## src/rtl/clkgen_pkg.sv

```systemverilog
// Shared types and helpers for the MMCM clock-domain sequencer.
package clkgen_pkg;

    typedef enum logic [1:0] {
        WAIT_LOCK = 2'd0,
        STABLE    = 2'd1,
        RUN       = 2'd2
    } state_t;

    localparam int SYNC_STAGES = 2;

    // A programmed ratio of 0 is treated as divide-by-1.
    function automatic logic [31:0] eff_div(input logic [31:0] div);
        return (div == 32'd0) ? 32'd1 : div;
    endfunction

endpackage

```

## src/rtl/clk_en_div.sv

```systemverilog
// One clock-enable channel: a CE strobe every max(div,1) active cycles plus a
// square wave that flips on each strobe.
module clk_en_div
    import clkgen_pkg::*;
#(
    parameter int DIV_W = 16
) (
    input  logic             clk,
    input  logic             rst_n,
    input  logic             active,
    input  logic [DIV_W-1:0] div,
    output logic             ce,
    output logic             toggle
);

    logic [DIV_W-1:0] cnt;
    logic [DIV_W-1:0] div_act;
    logic [DIV_W-1:0] d_cur;
    logic             on;
    logic             wrap;

    // On the first active cycle div_act is still empty, so the live ratio is used.
    always_comb begin
        d_cur = DIV_W'(eff_div(32'(on ? div_act : div)));
        wrap  = (cnt == d_cur - DIV_W'(1));
    end

    always_ff @(posedge clk) begin
        if (!rst_n || !active) begin
            cnt     <= '0;
            div_act <= '0;
            on      <= 1'b0;
            ce      <= 1'b0;
            toggle  <= 1'b0;
        end else begin
            on <= 1'b1;
            ce <= wrap;
            if (wrap) begin
                cnt     <= '0;
                toggle  <= ~toggle;
                div_act <= div;
            end else begin
                cnt <= cnt + DIV_W'(1);
                if (!on) begin
                    div_act <= div;
                end
            end
        end
    end

endmodule

```

## src/rtl/clkgen_seq.sv

```systemverilog
// Lock qualification, downstream reset release, lock-loss tracking and the
// per-channel clock-enable generators, all on the single MMCM output clock.
module clkgen_seq
    import clkgen_pkg::*;
#(
    parameter int NUM_CH      = 2,
    parameter int DIV_W       = 16,
    parameter int LOCK_STABLE = 1024,
    parameter int LOSS_W      = 8
) (
    input  logic                    CLK,
    input  logic                    RST_N,
    input  logic                    LOCKED,
    input  logic [NUM_CH*DIV_W-1:0] DIV,
    input  logic [NUM_CH-1:0]       CH_EN,
    input  logic                    CLR_LOST,
    output logic                    RST_OUT_N,
    output logic [NUM_CH-1:0]       CE,
    output logic [NUM_CH-1:0]       TOGGLE,
    output logic                    LOCK_LOST,
    output logic [LOSS_W-1:0]       LOSS_CNT
);

    localparam int ST_W = $clog2(LOCK_STABLE);

    logic [SYNC_STAGES-1:0] sync;
    logic                   lock_s;
    state_t                 state;
    logic [ST_W-1:0]        st_cnt;
    logic                   loss;
    logic                   run_ok;

    assign lock_s = sync[SYNC_STAGES-1];
    assign loss   = (state == RUN) && !lock_s;
    // Channels stop on the same edge that leaves RUN, not one cycle later.
    assign run_ok = (state == RUN) && lock_s;

    always_ff @(posedge CLK) begin
        if (!RST_N) begin
            sync <= '0;
        end else begin
            sync <= {sync[SYNC_STAGES-2:0], LOCKED};
        end
    end

    always_ff @(posedge CLK) begin
        if (!RST_N) begin
            state     <= WAIT_LOCK;
            st_cnt    <= '0;
            RST_OUT_N <= 1'b0;
        end else begin
            case (state)
                WAIT_LOCK: begin
                    if (lock_s) begin
                        state  <= STABLE;
                        st_cnt <= '0;
                    end
                end
                STABLE: begin
                    st_cnt <= st_cnt + ST_W'(1);
                    if (!lock_s) begin
                        state <= WAIT_LOCK;
                    end else if (st_cnt == ST_W'(LOCK_STABLE - 1)) begin
                        state     <= RUN;
                        RST_OUT_N <= 1'b1;
                    end
                end
                RUN: begin
                    if (!lock_s) begin
                        state     <= WAIT_LOCK;
                        RST_OUT_N <= 1'b0;
                    end
                end
                default: begin
                    state     <= WAIT_LOCK;
                    RST_OUT_N <= 1'b0;
                end
            endcase
        end
    end

    // A loss coinciding with a clear is still recorded, as the first new event.
    always_ff @(posedge CLK) begin
        if (!RST_N) begin
            LOCK_LOST <= 1'b0;
            LOSS_CNT  <= '0;
        end else if (loss) begin
            LOCK_LOST <= 1'b1;
            if (CLR_LOST) begin
                LOSS_CNT <= LOSS_W'(1);
            end else if (!(&LOSS_CNT)) begin
                LOSS_CNT <= LOSS_CNT + LOSS_W'(1);
            end
        end else if (CLR_LOST) begin
            LOCK_LOST <= 1'b0;
            LOSS_CNT  <= '0;
        end
    end

    for (genvar i = 0; i < NUM_CH; i++) begin : g_ch
        clk_en_div #(
            .DIV_W (DIV_W)
        ) u_ch (
            .clk    (CLK),
            .rst_n  (RST_N),
            .active (run_ok && CH_EN[i]),
            .div    (DIV[i*DIV_W +: DIV_W]),
            .ce     (CE[i]),
            .toggle (TOGGLE[i])
        );
    end

endmodule

```

## config.mk

```make
export PLATFORM = sky130hd
export DESIGN_NAME = clkgen_seq
export DESIGN_NICKNAME = d
export VERILOG_FILES = /design/src/rtl/clkgen_pkg.sv /design/src/rtl/clk_en_div.sv /design/src/rtl/clkgen_seq.sv
export SDC_FILE = /design/constraint.sdc
export NUM_CORES = 1
export LEC_CHECK = 0
export CAP_MARGIN = 0
export CORE_MARGIN = 1
export CORE_UTILIZATION = 40
export CTS_CLUSTER_DIAMETER = 80
export CTS_CLUSTER_SIZE = 16
export DETAILED_ROUTE_END_ITERATION = 10
export SYNTH_ARGS = -nofsm -noshare
export SYNTH_HDL_FRONTEND = slang
export SYNTH_SLANG_ARGS = --single-unit
```

## constraint.sdc

```tcl
create_clock -name CLK -period 4.65 [get_ports CLK]
set_input_delay 0.6975 -clock CLK [delete_from_list [all_inputs] [get_ports CLK]]
set_output_delay 0.6975 -clock CLK [all_outputs]
set_load 0.005 [all_outputs]
```

Yosys cells after proc, flatten, opt, wreduce, memory -nomap -nowiden
Index checks and enable logic that the tools add are counted.
Widths: inputs -> output; s select.
{"block": "word_totals", "wordCells": 87, "out_inout_bits": 14, "register_bits": 94}
{"block": "op_classes", "add_sub_neg": 6, "bitwise_logic": 3, "mux": 27, "eq_ne": 13, "n_reduce_logical": 22}
{"op": "$mux 16", "n": 8}
{"op": "$logic_not 32->1", "n": 2}
{"op": "$add 16x1->16 const B", "n": 2}
{"op": "$eq 16x16->1", "n": 2}
{"op": "$mux 8", "n": 4}
{"op": "$sub 16x1->16 const B", "n": 2}
{"op": "$pmux 10 s2", "n": 1}
{"op": "$ne 2x2->1 const B", "n": 7}
{"op": "$add 10x1->10 const B", "n": 1}
{"op": "$eq 10x10->1 const B", "n": 1}
{"op": "$mux 10", "n": 1}
{"op": "$add 8x1->8 const B", "n": 1}
{"op": "$mux 2", "n": 4}
{"op": "$reduce_and 8->1", "n": 1}
{"op": "$mux 1", "n": 7}
{"op": "$pmux 2 s3", "n": 1}
{"op": "$logic_and 1x1->1", "n": 4}
{"op": "$logic_not 1->1", "n": 4}
{"op": "$reduce_and 2->1", "n": 2}
{"op": "$reduce_and 4->1", "n": 1}
{"op": "$reduce_bool 2->1", "n": 2}
{"op": "$reduce_or 2->1", "n": 2}
{"op": "$ne 3x3->1 const B", "n": 1}
{"op": "$not 1->1", "n": 3}
{"op": "other kinds (6)", "n": 7}

Depth between registers and ports, before layout
Gate-level depths: netlist of run 1.
{"block": "logic_depth", "ltp_word": 6, "mapped_depth": 17}

Cells and area by module
Synthesis of run 1 repeated with hierarchy kept, for this count alone.
{"block": "unflattened", "cells_unflattened": 772, "area_unflattened_um2": 6478.7}
{"mod": "clk_en_div", "area_per_inst_um2": 2615.0, "cells_each": 316, "n_inst": 2}
{"mod": "clkgen_seq", "area_per_inst_um2": 1248.7, "cells_each": 140, "n_inst": 1}

Least setup slack after synthesis of run 1
OpenSTA, ideal clock, no wires.
{"block": "synth_path", "path_type": "input -> register", "startpoint": "input port DIV[16]", "endpoint": "register g_ch[1].u_ch.cnt[0]", "required_ns": 4.526, "n_path_buf": 1, "cell_stages": 14, "slack_ns": 0.886, "arrival_time_ns": 3.640, "setup_time_ns": 0.124, "cell_sequence": "or4_4 > a22o_4 > nor3_1 > nor2_1 > ha_1 > nor4b_1 > a22o_1 > a21oi_1 > o211ai_1 > a2111oi_4 > nand3_2 > o21ai_2 > buf_4 > nor2_1"}
{"block": "synth_via", "elab_chain_cells": 6}
{"item": "start, declared", "line_no": "clkgen_seq.sv:14", "text": "input logic [NUM_CH*DIV_W-1:0] DIV,"}
{"item": "$mux 16 (*)", "line_no": "clk_en_div.sv:24", "text": "d_cur = DIV_W'(eff_div(32'(on ? div_act : div)));"}
{"item": "$logic_not 32->1", "line_no": "clkgen_pkg.sv:14", "text": "return (div == 32'd0) ? 32'd1 : div;"}
{"item": "$mux 16 (*)", "line_no": "clkgen_pkg.sv:14"}
{"item": "$sub 16x1->16 (*)", "line_no": "clk_en_div.sv:25", "text": "wrap = (cnt == d_cur - DIV_W'(1));"}
{"item": "$eq 16x16->1 (*)", "line_no": "clk_en_div.sv:25"}
{"item": "$reduce_or 2->1 (no line) (*)"}
{"item": "end signal, assigned", "line_no": "clk_en_div.sv:43", "text": "cnt <= cnt + DIV_W'(1);"}
{"item": "end, declared", "line_no": "clk_en_div.sv:16", "text": "logic [DIV_W-1:0] cnt;"}
Mark *: on every way between the ends. The rest lies on a longest branch, timed or not.
A chain may end at the register's enable or synchronous reset.

Worst setup path in the final report of run 1
{"block": "layout_path", "startpoint": "input port DIV[24]", "endpoint": "register g_ch[1].u_ch.cnt[7]"}
The elaborated chain is that of the path after synthesis.

==> results of run 1 <==
==> stage by stage <==
stage	utilization	total power [uW]	hold slack [ns]	setup slack, ns	instances
CTS	0.481	1670	0.442	0.473	969
floorplan	-	906	0.412	0.886	729
global route	0.481	1710	0.477	0.0368	969
finish	0.481	1650	0.440	0.387	969
detailed placement	0.463	973	0.426	0.104	953
global placement	0.463	971	0.415	0.257	953
==> metal layers <==
metal / track usage / part of all wire / up-vias
met5: 0 / 0 / -
met4: 0.0640 / 0.012 / 0
met3: 0.0389 / 0.051 / 15
met2: 0.332 / 0.46 / 149
met1: 0.272 / 0.48 / 2626
li1: - / - / 2754
==> state kept, by name, summed over array words and instances, names as in the netlist <==
name               flops
st_cnt                10
g_ch.u_ch.toggle       2
g_ch.u_ch.div_act     32
LOSS_CNT               8
g_ch.u_ch.cnt         32
g_ch.u_ch.ce           2
g_ch.u_ch.on           2
state                  2
sync                   2
RST_OUT_N              1
LOCK_LOST              1
==> critical path: cells and delay by family <==
family / cells / cell delay, ns
AO/OA/AOI/OAI: 3 / 0.64
AND/OR/NAND/NOR: 8 / 1.97
XOR/XNOR: 1 / 0.18
adder cells (fa/ha/maj): 1 / 0.25
buffers and inverters: 2 / 0.75
==> cells in the final DEF, fill, tap and decap left out, types with 4 or more instances in the layout <==
cell type and count:
a21boi_0 6, a21oi_1 46, a2bb2oi_1 4, a31oi_1 5
and2_1 6, and3_1 26, buf_4 28, clkbuf_16 9
clkdlybuf4s50_1 51, dfxtp_1 92, ha_1 6, inv_1 12
mux2_2 4, mux2i_1 29, nand2_1 30, nand3_1 50
nand4_1 31, nor2_1 78, nor2b_1 10, nor3_1 25
nor3b_1 19, nor4_1 9, nor4b_1 7, o211ai_1 8
o21a_1 7, o21ai_0 30, o221ai_1 4, o31ai_1 4
or2_2 6, or3_1 12, xnor2_1 41, xor2_1 37
==> cells by family (layout without fill, tap and decap cells) <==
logic type,after synthesis,in the layout
AOI/OAI and AO/OA,138,138
xor gates and xnor gates,78,78
adders and majority gates,6,6
buffers and inverters,52,108
DFF,94,94
muxes,33,33
and+or+nand+nor,328,328
==> power breakdown <==
group,switching [uW],internal [uW]
Combinational,75.7,73.5
Sequential,1.42,806
Clock,315,375
Total,392,1250
==> area by class of cell <==
class / instances / area, um^2
Multi-Input combinational cell: 583 / 3800
Inverter: 12 / 45.0
Tap cell: 184 / 230
Clock inverter: 4 / 22.5
Timing Repair Buffer: 80 / 741
Clock buffer: 12 / 246
Fill cell: 1392 / 7510
Sequential cell: 94 / 1880
==> worst max path at each step <==
stage,depth (start not counted),slack [ns],end,startpoint
3_5_place_dp,15,0.10,g_ch[1].u_ch.cnt[7],DIV[16]
3_3_place_gp,15,0.26,g_ch[1].u_ch.cnt[9],DIV[16]
6_report,15,0.39,g_ch[1].u_ch.cnt[7],DIV[24]
2_1_floorplan,14,0.89,g_ch[1].u_ch.cnt[0],DIV[16]
5_1_grt,15,0.04,g_ch[0].u_ch.div_act[9],g_ch[0].u_ch.on
4_1_cts,15,0.47,g_ch[1].u_ch.cnt[7],DIV[16]
==> metrics.md, run 1 <==
| Metric | Value |
|---|---|
| Post-synth top area cell | dfxtp_1 |
| Top cell type's share of synthesized area | 0.318 |
| Vias per cell | 5.72 |
| Slowest CP cell | nor4_1 |
| Reg2Reg Setup Slack | 0.46 ns |
| Synth unique cells | 65 |
| CP Max Fanout | 16 |
| Area grow syn2layout | 17.7% |
| Slew HR | 0.471 |
| Worst-path cell chain | clkdlybuf4s50_1 -> nor4_1 -> o211ai_2 -> nor3_1 -> nor2_1 -> ha_1 -> nor4b_1 -> a22o_1 -> xnor2_1 -> nand4_1 -> nor3_1 -> nand3_2 -> o21ai_2 -> buf_4 -> nor2_1 |
| Post-Synth Adder-Cell Area | 0.0127 |
| FF-to-FF End | g_ch[0].u_ch.div_act[0] |
| Simple-gate portion of the synthesized area | 0.305 |
| Die area | 15,300 um^2 |
| Horiz. Die Dim | 124 um |
| Ys Warns | 0 |
| Compound-Gate Fraction of Synth Area | 0.152 |
| Post-DP HPWL | 11.2 mm |
| WL/cell | 15.6 um |
| Worst endpoint required time | 4.89 ns |
| Initial core utilization | 0.409 |
| Critical path arrival | 4.50 ns |
| Routed Antenna Nets | 0 |
| Skew final | 0.0111 ns |
| Crit end category | flop |
| Vias in the first global route | 5,223 |
| Post-synthesis async set-or-reset flop share | 0 |
| Syn_area_per_cell | 8.12 um^2 |
| Drt pass-1 iters | 5 |
| Synth cell count leaders | dfxtp_1, nor2_1, nand3_1, a21oi_1, xnor2_1 |
| Share of cells above drive strength 1 | 0.0879 |
| FP Rows | 44 |
| Pwr Density | 236 nW/um^2 |
| Cell Area, Synth | 5920 um^2 |
| Fin nets | 824 |
| DRC | 0 |
| Die Ht | 124 um |
| Gate Count Post-Synth | 729 |
| Sink Count | 94 |
| Min-delay src | sync[0] |
| Largest family of logic cells by synthesized area | simple AND/OR/NAND/NOR gates |
| # IOs | 52 |
| Endpoints failing setup | 0 |
| Worst-Margin Slew | 0.793 ns |
| Final WL | 15.1 mm |
| Gr ovfl total | 0 |
| Seq cells post-synth | 94 |
| CTS Buffer Depth | 2 |
| GP Congestion | 0.927 |
| # diodes | 0 |
| DP Area | 6700 um^2 |
| Setup_tns | 0 ns |
| Clk root buf | clkbuf_16 |
| Outcome | finished clean |
| CTS Buf Count | 9 |
| Reg clk slew, reported paths | 0.06 ns |
| Startpoint Class | primary input |
| Max_cap viols | 0 |
| Slew Limit Fails | 0 |
| Hold Path Class | flop to flop |
| DR iter-0 viols | 410 |
| Count leader, synth | dfxtp_1 |
| Max incr delay on CP | 0.60 ns |
| Period minus WS final | 4.26 ns |
| Seq/Total Area, Yosys | 0.318 |
| Unrepaired setup endpoints after global routing | false |
| Number of flops mapped to enable cells by yosys | 0 |
| Tcrit/Tclk final | 0.917 |
| Port Buffers | 51 |
| Hold path depth | 1 |
| Core box area | 14,500 um^2 |
| Final instance area | 6970 um^2 |
| Hold Path Sink | sync[1] |
| Antenna violations before repair | 0 |
| CTS tree | done |
| Ranking of synthesized cells by area | dfxtp_1, xnor2_1, xor2_1, nor2_1, mux2i_1 |
| Mux share of post-synthesis cell area | 0.0567 |
| H-tree Lvls | 3 |
| Ys flop type | dfxtp_1 |
| Reg2Reg Launch Point | g_ch[0].u_ch.on |
| Post-cts sizing count | 0 |
| Hold Vio Cnt, Final | 0 |
| Critical path class | primary input to flop |
| Clock Latency Late Sink | 0.35 ns |
| Hold Buf Count CTS | 0 |
| VDD IR-drop max | 175 uV |
| P_leak | 0.00235 uW |
| Via Count | 5,544 |
| Post-CTS setup buffer count | 0 |
| Worst reg-to-reg path cell count | 15 |
| Post-synthesis xor/xnor area fraction | 0.115 |
| Largest net degree at the start of global routing | 41 |
| Fmax | 0.235 GHz |
| Syn_nets | 773 |
| First-pass GRT wire length | 24.7 mm |
| Tot GR Track Use | 0.204 |
Note: power is estimated with default switching activity, not from simulation.
==> run 2, diff against run 1 <==
--- a/config.mk
+++ b/config.mk
@@ -7,10 +7,11 @@
 export LEC_CHECK = 0
 export CAP_MARGIN = 0
 export CORE_MARGIN = 1
-export CORE_UTILIZATION = 40
+export CORE_UTILIZATION = 59
 export CTS_CLUSTER_DIAMETER = 80
 export CTS_CLUSTER_SIZE = 16
 export DETAILED_ROUTE_END_ITERATION = 10
+export PLACE_DENSITY = 0.81
 export SYNTH_ARGS = -nofsm -noshare
 export SYNTH_HDL_FRONTEND = slang
 export SYNTH_SLANG_ARGS = --single-unit
==> run 2 against run 1 <==
Compared with the run above:
- clock power is 20% lower
- clock skew grew 0.0043 ns
- routed wire length down 2.4%
- sequential power about the same
- critical path depth unchanged
- non-clock buffer count is 6 lower
- hold slack gained 0.017 ns
- utilization grew 22 points
- first-iteration DRC count is 9.0% lower
- register-to-register slack got worse by 0.10 ns
==> metrics.md, run 2 (synthesized netlist as in run 1, its figures left out) <==
| Metric | Value |
|---|---|
| Critical path class | flop to flop |
| CTS tree | done |
| Fmax | 0.233 GHz (-0.71%) |
| Gr ovfl total | 0 (unchanged) |
| Skew final | 0.0154 ns (+0.00428 ns) |
| Clock power frac | 0.367 (-0.052) |
| DR iter-0 viols | 373 (-9.0%) |
| Most frequent cells in the layout | dfxtp_1, nor2_1, clkdlybuf4s50_1, nand3_1, a21oi_1 |
| # IOs | 52 (unchanged) |
| Reg power frac | 0.534 (+0.043) |
| Share of cells above drive strength 1 | 0.0823 (-0.00564) |
| Internal | 1140 uW (-9.2%) |
| Largest net degree at the start of global routing | 41 (unchanged) |
| Reg clk slew, reported paths | 0.10 ns (+0.04 ns) |
| Critical path arrival | 4.53 ns (+0.03 ns) |
| # fillers | 793 (-43%) |
| Hold Path Class | flop to flop |
| Drt pass-1 iters | 5 (unchanged) |
| Via Count | 5,620 (+1.4%) |
| Hold Vio Cnt, Final | 0 (unchanged) |
| Antenna violations before repair | 0 (unchanged) |
| Routed Antenna Nets | 0 (unchanged) |
| Period minus WS final | 4.29 ns (+0.0304 ns) |
| Largest registers | g_ch.u_ch.cnt (32), g_ch.u_ch.div_act (32), st_cnt (10) |
| Slew HR | 0.305 (-0.166) |
| Fin nets | 818 (-0.73%) |
| H-tree Lvls | 3 (unchanged) |
| Hold Buf Count CTS | 0 (unchanged) |
| Post-cts sizing count | 0 (unchanged) |
| P_leak | 0.00229 uW (-2.4%) |
| Total power draw | 1510 uW (-8.2%) |
| Core box area | 9730 um^2 (-33%) |
| Pwr Density | 222 nW/um^2 (-6.0%) |
| Final WL | 14.8 mm (-2.4%) |
| FP Rows | 36 (-18%) |
| DRC | 0 (unchanged) |
| Initial core utilization | 0.608 (+0.200) |
| Slew Limit Fails | 0 (unchanged) |
| Post-DP HPWL | 10.7 mm (-4.1%) |
| Tot GR Track Use | 0.292 (+0.0879) |
| Setup_tns | 0 ns (unchanged) |
| Sink Count | 94 (unchanged) |
| Max_cap viols | 0 (unchanged) |
| Die Ht | 102 um (-17%) |
| CTS Buffer Depth | 2 (unchanged) |
| Post-CTS setup buffer count | 0 (unchanged) |
| Gate power share | 0.098 (+0.007) |
| Outcome | finished clean |
| Vias in the first global route | 5,148 (-1.4%) |
| CP Max Fanout | 40 (+24) |
| NetSw | 371 uW (-5.3%) |
| Unrepaired setup endpoints after global routing | false |
| Startpoint Class | flop |
| Clock Latency Late Sink | 0.36 ns (about the same) |
| CTS Buf Count | 9 (unchanged) |
| # diodes | 0 (unchanged) |
| Clk root buf | clkbuf_8 |
| Tcrit/Tclk final | 0.923 (+0.00654) |
| Worst-Margin Slew | 1.04 ns (+0.248 ns) |
| Port Buffers | 51 (unchanged) |
| VDD IR-drop max | 150 uV (-15%) |
| GP Congestion | 1.07 (+16%) |
| Worst endpoint required time | 4.89 ns (about the same) |
| First-pass GRT wire length | 24.2 mm (-1.8%) |
| Leading cell type in the layout, fill and taps excluded | dfxtp_1 |
| Vias per cell | 6.17 (+7.8%) |
| Switching part of the total | 0.246 (+0.00772) |
| Horiz. Die Dim | 102 um (-17%) |
| Crit end category | flop |
| Area grow syn2layout | 14.8% |
| Die area | 10,400 um^2 (-32%) |
| WL/cell | 16.2 um (+3.9%) |
| Endpoints failing setup | 0 (unchanged) |
[run 2: worst max-delay path, stage by stage, from the launching register on]
cell and delay (ns):
dfxtp_2 0.85, buf_4 0.28, nor3_1 0.06, o22ai_1 0.22
nor3b_2 0.12, a21boi_0 0.30, ha_1 0.28, nor4b_1 0.34
a31oi_1 0.16, nor3_1 0.27, o2111ai_1 0.16, a211oi_1 0.40
nand4b_1 0.28, buf_4 0.25, nand3_1 0.09, a21oi_1 0.08
[run 2: layer usage]
| metal | vias to the layer above | GRT usage | wire length, um |
|---|---|---|---|
| li1 | 2743 | - | - |
| met3 | 14 | 0.0540 | 1200 |
| met1 | 2630 | 0.403 | 6690 |
| met4 | 0 | 0.0868 | 144 |
| met2 | 233 | 0.466 | 6750 |
| met5 | - | 0 | 0 |
[run 2: layout make-up]
class	instances	area [um^2]	area share
multi-input cells	583	3800	0.559
repair buffers	74	708	0.104
flip-flops and latches	94	1880	0.277
inverters	12	45.0	0.00663
well taps	133	166	0.0245
clock buffers	10	138	0.0203
clock inverters	5	57.6	0.00847
[run 2: stage by stage]
step / util / cell area, um^2 / hold slack, ns / setup slack (ns) / cells
detailed placement: 0.678 / 6600 / 0.452 / 0.141 / 896
finish: 0.699 / 6800 / 0.457 / 0.357 / 911
global placement: 0.678 / 6600 / 0.417 / 0.288 / 896
global route: 0.699 / 6800 / 0.486 / 0.0852 / 911
floorplan: - / 5920 / 0.412 / 0.886 / 729
CTS: 0.699 / 6800 / 0.469 / 0.443 / 911
[run 2: power by group through the flow]
stage	Sequential [uW]	Clock [uW]	Combinational [uW]
6_report	807	555	149
5_1_grt	807	594	161
4_1_cts	807	557	146
3_5_place_dp	826	0	145
3_3_place_gp	826	0	141
2_1_floorplan	825	0	81.4
[run 2: worst paths after layout]
path | end | from | depth (start not counted) | slack [ns]
worst max-delay path | g_ch[0].u_ch.div_act[10] | g_ch[0].u_ch.on | 15 | 0.36
worst min-delay path | sync[1] | sync[0] | 1 | 0.46
worst max register to register | g_ch[0].u_ch.div_act[10] | g_ch[0].u_ch.on | 15 | 0.36
worst min register to register | sync[1] | sync[0] | 1 | 0.46
